--- config.mk ---
export PLATFORM = sky130hd
export DESIGN_NAME = spi_master_ram_if_flat
export DESIGN_NICKNAME = d
export VERILOG_FILES = /design/src/rtl/spi_master_ram_if_if.sv /design/src/rtl/spi_master_ram_if.sv /design/src/flat_wrapper.sv
export SDC_FILE = /design/constraint.sdc
export NUM_CORES = 1
export LEC_CHECK = 0
export ABC_CLOCK_PERIOD_IN_PS = 2500
export BUFFER_PORTS_ARGS = -buffer_cell sky130_fd_sc_hd__buf_2
export CAP_MARGIN = 10
export CORE_ASPECT_RATIO = 1.25
export CORE_MARGIN = 2
export CORE_UTILIZATION = 35
export CTS_BUF_LIST = sky130_fd_sc_hd__clkbuf_4 sky130_fd_sc_hd__clkbuf_8
export CTS_CLUSTER_SIZE = 40
export DETAILED_ROUTE_END_ITERATION = 6
export GPL_ROUTABILITY_DRIVEN = 0
export MAX_ROUTING_LAYER = met4
export PLACE_DENSITY = 0.52
export SETUP_SLACK_MARGIN = 0.2
export SLEW_MARGIN = 5
export SYNTH_ARGS = -nofsm -noshare
export SYNTH_HDL_FRONTEND = slang
export SYNTH_SLANG_ARGS = --single-unit
--- constraint.sdc ---
create_clock -name clk -period 2.5 [get_ports clk]
set_clock_uncertainty 0.15 [all_clocks]
set_input_delay 0.5 -clock clk [delete_from_list [all_inputs] [get_ports clk]]
set_output_delay 0.5 -clock clk [all_outputs]
set_load 0.01 [all_outputs]
--- src/rtl/spi_master_ram_if_if.sv ---
// Host request/response handshake plus SPI pins for spi_master_ram_if.
// master is the SPI master's view; slave is the host/bench view.
interface spi_master_ram_if_if;
    logic       start;
    logic [1:0] cmd;
    logic [7:0] din;
    logic       busy;
    logic       done;
    logic [7:0] rdata;
    logic       rdata_valid;
    logic       SS_n;
    logic       MOSI;
    logic       MISO;

    modport master (
        input  start, cmd, din, MISO,
        output busy, done, rdata, rdata_valid, SS_n, MOSI
    );

    modport slave (
        output start, cmd, din, MISO,
        input  busy, done, rdata, rdata_valid, SS_n, MOSI
    );
endinterface

--- src/rtl/spi_master_ram_if.sv ---
// SPI master for the serial RAM protocol: serializes {rw, cmd, din} on MOSI under SS_n
// and, for read-data commands, captures the returned byte from MISO.
module spi_master_ram_if #(
    parameter int unsigned RD_WAIT  = 3,
    parameter int unsigned TAIL_CYC = 1
) (
    input  logic                clk,
    input  logic                rst_n,
    spi_master_ram_if_if.master bus
);
    typedef enum logic [2:0] {
        IDLE,
        SELECT,
        SEND,
        WAIT_RD,
        RECV,
        TAIL
    } state_t;

    localparam logic [3:0] SEND_LAST = 4'd10;
    localparam logic [3:0] RECV_LAST = 4'd7;
    localparam logic [3:0] WAIT_LAST = 4'(RD_WAIT - 1);
    localparam logic [3:0] TAIL_LAST = 4'(TAIL_CYC - 1);

    state_t      state_q, state_d;
    logic [3:0]  cnt_q, cnt_d;
    logic [10:0] shift_q, shift_d;
    logic [1:0]  cmd_q, cmd_d;
    logic [6:0]  rx_q, rx_d;
    logic        ss_n_q, ss_n_d;
    logic        mosi_q, mosi_d;
    logic        busy_q, busy_d;
    logic        done_q, done_d;
    logic [7:0]  rdata_q, rdata_d;
    logic        rdata_valid_q, rdata_valid_d;

    // Outputs are registered from the state being entered, so each pin
    // changes on the same edge as the state transition that causes it.
    always_comb begin
        state_d       = state_q;
        cnt_d         = cnt_q;
        shift_d       = shift_q;
        cmd_d         = cmd_q;
        rx_d          = rx_q;
        ss_n_d        = 1'b0;
        mosi_d        = 1'b0;
        busy_d        = 1'b1;
        done_d        = 1'b0;
        rdata_d       = rdata_q;
        rdata_valid_d = 1'b0;

        unique case (state_q)
            IDLE: begin
                ss_n_d = 1'b1;
                busy_d = 1'b0;
                if (bus.start) begin
                    shift_d = {bus.cmd[1], bus.cmd, bus.din};
                    cmd_d   = bus.cmd;
                    state_d = SELECT;
                    ss_n_d  = 1'b0;
                    busy_d  = 1'b1;
                end
            end
            SELECT: begin
                state_d = SEND;
                cnt_d   = '0;
                mosi_d  = shift_q[10];
                shift_d = {shift_q[9:0], 1'b0};
            end
            SEND: begin
                if (cnt_q == SEND_LAST) begin
                    cnt_d   = '0;
                    state_d = (cmd_q == 2'b11) ? WAIT_RD : TAIL;
                end else begin
                    cnt_d   = cnt_q + 4'd1;
                    mosi_d  = shift_q[10];
                    shift_d = {shift_q[9:0], 1'b0};
                end
            end
            WAIT_RD: begin
                if (cnt_q == WAIT_LAST) begin
                    cnt_d   = '0;
                    state_d = RECV;
                end else begin
                    cnt_d = cnt_q + 4'd1;
                end
            end
            RECV: begin
                rx_d = {rx_q[5:0], bus.MISO};
                if (cnt_q == RECV_LAST) begin
                    state_d       = IDLE;
                    ss_n_d        = 1'b1;
                    busy_d        = 1'b0;
                    done_d        = 1'b1;
                    rdata_d       = {rx_q, bus.MISO};
                    rdata_valid_d = 1'b1;
                end else begin
                    cnt_d = cnt_q + 4'd1;
                end
            end
            TAIL: begin
                if (cnt_q == TAIL_LAST) begin
                    state_d = IDLE;
                    ss_n_d  = 1'b1;
                    busy_d  = 1'b0;
                    done_d  = 1'b1;
                end else begin
                    cnt_d = cnt_q + 4'd1;
                end
            end
            default: begin
                state_d = IDLE;
                ss_n_d  = 1'b1;
                busy_d  = 1'b0;
            end
        endcase
    end

    always_ff @(posedge clk) begin
        if (!rst_n) begin
            state_q       <= IDLE;
            cnt_q         <= '0;
            shift_q       <= '0;
            cmd_q         <= '0;
            rx_q          <= '0;
            ss_n_q        <= 1'b1;
            mosi_q        <= 1'b0;
            busy_q        <= 1'b0;
            done_q        <= 1'b0;
            rdata_q       <= '0;
            rdata_valid_q <= 1'b0;
        end else begin
            state_q       <= state_d;
            cnt_q         <= cnt_d;
            shift_q       <= shift_d;
            cmd_q         <= cmd_d;
            rx_q          <= rx_d;
            ss_n_q        <= ss_n_d;
            mosi_q        <= mosi_d;
            busy_q        <= busy_d;
            done_q        <= done_d;
            rdata_q       <= rdata_d;
            rdata_valid_q <= rdata_valid_d;
        end
    end

    assign bus.SS_n        = ss_n_q;
    assign bus.MOSI        = mosi_q;
    assign bus.busy        = busy_q;
    assign bus.done        = done_q;
    assign bus.rdata       = rdata_q;
    assign bus.rdata_valid = rdata_valid_q;
endmodule

--- src/flat_wrapper.sv ---
// flat-port wrapper written by rule: the top's interface ports become plain ports
module spi_master_ram_if_flat 
#(
    parameter int unsigned RD_WAIT  = 3,
    parameter int unsigned TAIL_CYC = 1
)
  (clk, rst_n, bus_start, bus_cmd, bus_din, bus_MISO, bus_busy, bus_done, bus_rdata, bus_rdata_valid, bus_SS_n, bus_MOSI);
  spi_master_ram_if_if bus_i ();
  input  logic clk;
  input  logic rst_n;
  input wire logic [$bits(bus_i.start)-1:0] bus_start;
  input wire logic [$bits(bus_i.cmd)-1:0] bus_cmd;
  input wire logic [$bits(bus_i.din)-1:0] bus_din;
  input wire logic [$bits(bus_i.MISO)-1:0] bus_MISO;
  output wire logic [$bits(bus_i.busy)-1:0] bus_busy;
  output wire logic [$bits(bus_i.done)-1:0] bus_done;
  output wire logic [$bits(bus_i.rdata)-1:0] bus_rdata;
  output wire logic [$bits(bus_i.rdata_valid)-1:0] bus_rdata_valid;
  output wire logic [$bits(bus_i.SS_n)-1:0] bus_SS_n;
  output wire logic [$bits(bus_i.MOSI)-1:0] bus_MOSI;
  assign bus_i.start = bus_start;
  assign bus_i.cmd = bus_cmd;
  assign bus_i.din = bus_din;
  assign bus_i.MISO = bus_MISO;
  assign bus_busy = bus_i.busy;
  assign bus_done = bus_i.done;
  assign bus_rdata = bus_i.rdata;
  assign bus_rdata_valid = bus_i.rdata_valid;
  assign bus_SS_n = bus_i.SS_n;
  assign bus_MOSI = bus_i.MOSI;
  spi_master_ram_if #(.RD_WAIT(RD_WAIT), .TAIL_CYC(TAIL_CYC)) u_core (.clk(clk), .rst_n(rst_n), .bus(bus_i));
endmodule
# After elaboration in Yosys (flattened, before gate mapping)

Cells that the tools add are included.

Register bits after elaboration: 40
Bits of input ports: 14
Logic and storage cells: 66
Output and inout bits: 13

Multiplexer cells: 26
$add $sub $neg: 1
Eq/ne operators: 17
Reduce and logical (&&, ||, !) cells: 11

Operators with widths:

| kind                                                                     | count |
|---|---|
| 11-bit case mux with 3 select lines                                      | 1 |
| 11-bit two-way mux                                                       | 2 |
| 4-bit case mux with 5 select lines                                       | 1 |
| 3-bit two-way mux                                                        | 6 |
| 3-bit case mux with 6 select lines                                       | 1 |
| 4-bit two-way mux                                                        | 4 |
| 2-bit by 1-bit inequality test with 1-bit output (second input constant) | 4 |
| 2-bit inequality test (second input constant)                            | 4 |
| 1-bit case mux with 4 select lines                                       | 2 |
| 1-bit two-way mux                                                        | 7 |
| 3-bit by 2-bit == test with 1-bit output (second input constant)         | 2 |
| 3-bit == test (second input constant)                                    | 2 |
| 2-bit AND reduction                                                      | 3 |
| 3-bit AND reduction                                                      | 2 |
| 5-bit AND reduction                                                      | 1 |
| 5-bit nonzero test                                                       | 1 |
| 4-bit by 1-bit adder with 4-bit output (second input constant)           | 1 |
| 4-bit by 2-bit == test with 1-bit output (second input constant)         | 1 |
| 4-bit by 3-bit == test with 1-bit output (second input constant)         | 1 |
| 4-bit == test (second input constant)                                    | 1 |
| 4-bit logical NOT                                                        | 1 |
| 1-bit case mux with 2 select lines                                       | 2 |
| 3-bit by 1-bit == test with 1-bit output (second input constant)         | 1 |
| 3-bit logical NOT                                                        | 1 |
| other kinds (3)                                                          | 3 |

# Logic depth before layout (Yosys ltp)

Depth in word-level cells: 4
Gate-level depth with buffers: 8
Mapped depth without buffers: 7

# Worst setup path before layout

No wires, ideal clock.

Path kind: register -> register
From: register u_core.cnt_q[0]
To: register u_core.shift_q[10]
Path slack: 745 ps
Setup time: 81 ps
Data arrival time: 1,524 ps
Period minus slack after synthesis: 1,755 ps
Cell stages (with the launch flop): 9
Path buffers: 1
Required time: 2,269 ps
Path through: dfxtp_1 -> inv_1 -> ha_1 -> nor2b_2 -> a21o_1 -> a21oi_2 -> buf_4 -> nor2_1 -> a211oi_2

Word-level cells in the longest chain between the ends: 3

RTL lines:

| element                                | RTL line                 | source |
|---|---|---|
| start: declaration                     | spi_master_ram_if.sv:26  | `logic [3:0] cnt_q, cnt_d;` |
| start signal: assignment               | spi_master_ram_if.sv:134 | `cnt_q <= cnt_d;` |
| 4-bit == test                          | spi_master_ram_if.sv:71  | `if (cnt_q == SEND_LAST) begin` |
| 2-bit inequality test (no source line) | --                       |  |
| 3-bit AND reduction (no source line)   | --                       |  |
| end signal: assignment                 | spi_master_ram_if.sv:135 | `shift_q <= shift_d;` |
| end: declaration                       | spi_master_ram_if.sv:27  | `logic [10:0] shift_q, shift_d;` |

No other way between the ends.
A chain may end at the register's enable or synchronous reset.

# Worst setup path after layout

From: register u_core.cnt_q[0]
To: register u_core.shift_q[9]

The elaborated chain is that of the path after synthesis.

==> flow_summary.yaml <==
status:
  status: "finished, final reports clean"
power_and_ir_drop:
  power.leakage_nw: 0.921
  power_density_nw_per_um2: 696
  power.total_mw: 1.52
  ir_worst_vdd_mv: 0.364
sta:
  maxSlewViolCount: 0
  hold_violations: 0
  finalSetupViolations: 0
  max-slew-margin-rel_pct: 65.0
  period_share_pct: 79.1
  rsz0062_at_grt: "no"
  fin_ws_ps: 522
  fin_setup_tns_ps: 0
  tightest_slew_ps: 525
  fmax_mhz: 506
  fin_crit_ps: 1980
critical_path:
  required_ps: 2570
  cp_slowest_stage_delay_ps: 370
  path_cells: "inv_1 -> ha_1 -> nor2b_2 -> a21o_1 -> a21oi_2 -> buf_4 -> nor2_1 -> a211oi_2"
  critPathKind: "reg -> reg"
  cp_slowest_cell: "dfxtp_1"
  cp-start-kind: "flop"
  crit_arrival_ps: 2050
  crit_path_end_kind: "flop"
  path_max_fanout: 22
grt:
  antenna_found_initial: 0
  track_usage_pct: 13.1
  grt_max_degree: 23
  grt_pass1_wl_um: 6160
  grt-ovfl-total: 0
  first_global_vias: 1304
cells_and_area:
  final_layout_size_suffix_gt1_share_pct: 26.2
  final_util_pct: 40.8
  antenna_cells: 0
  area_growth_pct: 13.8
  final_nets: 241
  fillCellCount: 555
detailed_routing:
  wl_um: 3660
  dr.pass1.iters: 4
  wire_per_inst_um: 12.6
  antenna_left: 0
  vias: 1439
  via_per_inst: 4.98
  drc: 0
  drt_iter0_drc: 114
yosys:
  yosys_register_bits: 40
  synth_top_area_share_pct: 41.6
  synth_top_area_cell: "dfxtp_1"
  syn_inst: 201
  synth-edff-count: 0
  ys_warn_count: 0
  yosys.cell_types.count: 43
  syn-num-nets: 218
  synth_area_per_cell_um2: 9.57
  ys_seq_area_share_pct: 41.6
  synthesis.area_um2: 1920
  netlist_top_cells_area: "dfxtp_1 42%, mux2i_1 11%, a211oi_2 5.9%, nor2_1 4.9%, a21oi_1 3.4%"
  synthTopCellsByCount: "40 x dfxtp_1, 25 x nor2_1, 21 x mux2i_1, 14 x nand2_1, 13 x a21oi_1"
  synthFlopType: "dfxtp_1"
  ys_async_sr_fraction_pct: 0
  yosys.cell_count.top_type: "dfxtp_1"
floorplanning:
  ioPinCount: 27
  initial_core_util_pct: 35.8
  design.core.area_um2: 5370
  die_area_um2: 6110
  dieWidth_um: 70.3
  die_h_um: 86.9
  num_rows: 30
cts:
  tritoncts: "yes"
  h-tree-depth: 2
  root_buffer: "clkbuf_8"
  path_clk_slew_ps: 70
  numCtsBuffers: 5
  cts_resized: 0
  clock_path_buffers: 2
  cts_sinks: 40
  worstSkewPairLatency_ps: 290
  cts_setup_buffers: 0
  hold_buffers: 0
placement:
  dp_hpwl_um: 2540
  portBuffers: 26
  place_ws_ps: 533
worst_hold_path:
  hold_path.class: "reg -> reg"
job:
  timing.max_cap.violations: 0
## worst max-delay path: cells and delay by family, from the launching register on
family	cells	cell delay, ps
fa+ha+maj	1	220
flops	1	370
simple gates	2	270
compound gates	3	520
buf+inv	2	370
## sequential cells by signal (all words and copies together), names as in the netlist
register,cells
u_core.bus.MOSI,1
u_core.bus.SS_n,1
u_core.bus.busy,1
u_core.bus.done,1
u_core.bus.rdata,8
u_core.bus.rdata_valid,1
u_core.cmd_q,2
u_core.cnt_q,4
u_core.rx_q,7
u_core.shift_q,11
u_core.state_q,3
## cells in the final DEF, fill, tap and decap left out, types with 3 or more instances in the layout
| cell | count |
|---|---|
| dfxtp_1 | 40 |
| buf_2 | 26 |
| nor2_1 | 25 |
| mux2i_1 | 21 |
| nand2_1 | 14 |
| a21oi_1 | 13 |
| o21ai_0 | 11 |
| a211oi_2 | 9 |
| nand2b_1 | 5 |
| clkbuf_8 | 5 |
| buf_4 | 5 |
| inv_1 | 4 |
| nor2b_1 | 4 |
| nand3b_1 | 3 |
| ha_1 | 3 |
## cell type report
type | instances | area [um^2] | share of cell area, %
clock buffer | 6 | 76.3 | 3.49
inverter | 5 | 18.8 | 0.858
timing repair buffer | 31 | 168 | 7.66
multi-input combinational | 141 | 1010 | 46.1
sequential | 40 | 801 | 36.6
tap | 64 | 80.1 | 3.66
clock inverter | 2 | 35.0 | 1.60
## path summary, 6_finish.rpt
| path | cells after the start | startpoint | slack, ps | end |
|---|---|---|---|---|
| min | 2 | u_core.shift_q[10] | 290 | u_core.bus.MOSI |
| max | 8 | u_core.cnt_q[0] | 520 | u_core.shift_q[9] |
| max reg2reg | 8 | u_core.cnt_q[0] | 520 | u_core.shift_q[9] |
| min reg2reg | 2 | u_core.shift_q[10] | 290 | u_core.bus.MOSI |
## through the flow
stage | std cells | area [um^2] | hold slack, ps
2_1_floorplan | 201 | 1920 | 260
3_3_place_gp | 281 | 2080 | 283
3_5_place_dp | 281 | 2080 | 285
4_1_cts | 289 | 2190 | 296
5_1_grt | 289 | 2190 | 304
6_report | 289 | 2190 | 290
## kinds of logic (layout without fill, tap and decap cells)
kind of cell	Yosys count	in the layout	share of synthesized area, %
buf+inv	20	44	5.85
xor+xnor	1	1	0.456
compound gates	51	51	21.0
simple gates	65	65	18.2
flops	40	40	41.6
fa+ha+maj	3	3	1.95
mux	21	21	10.9
## where the power goes
group / leakage (nW) / internal (mW) / switching (mW)
Sequential: 0.327 / 0.681 / 0.0357
Combinational: 0.536 / 0.127 / 0.148
Clock: 0.0586 / 0.307 / 0.223
Total: 0.921 / 1.12 / 0.407
## metal layers
metal	global-route usage, %	wire, um
met2	19.5	1640
met1	16.2	1770
met5	-	0
met4	7.34	100
met3	3.13	146
No activity file was read; power rests on OpenSTA's default activity.
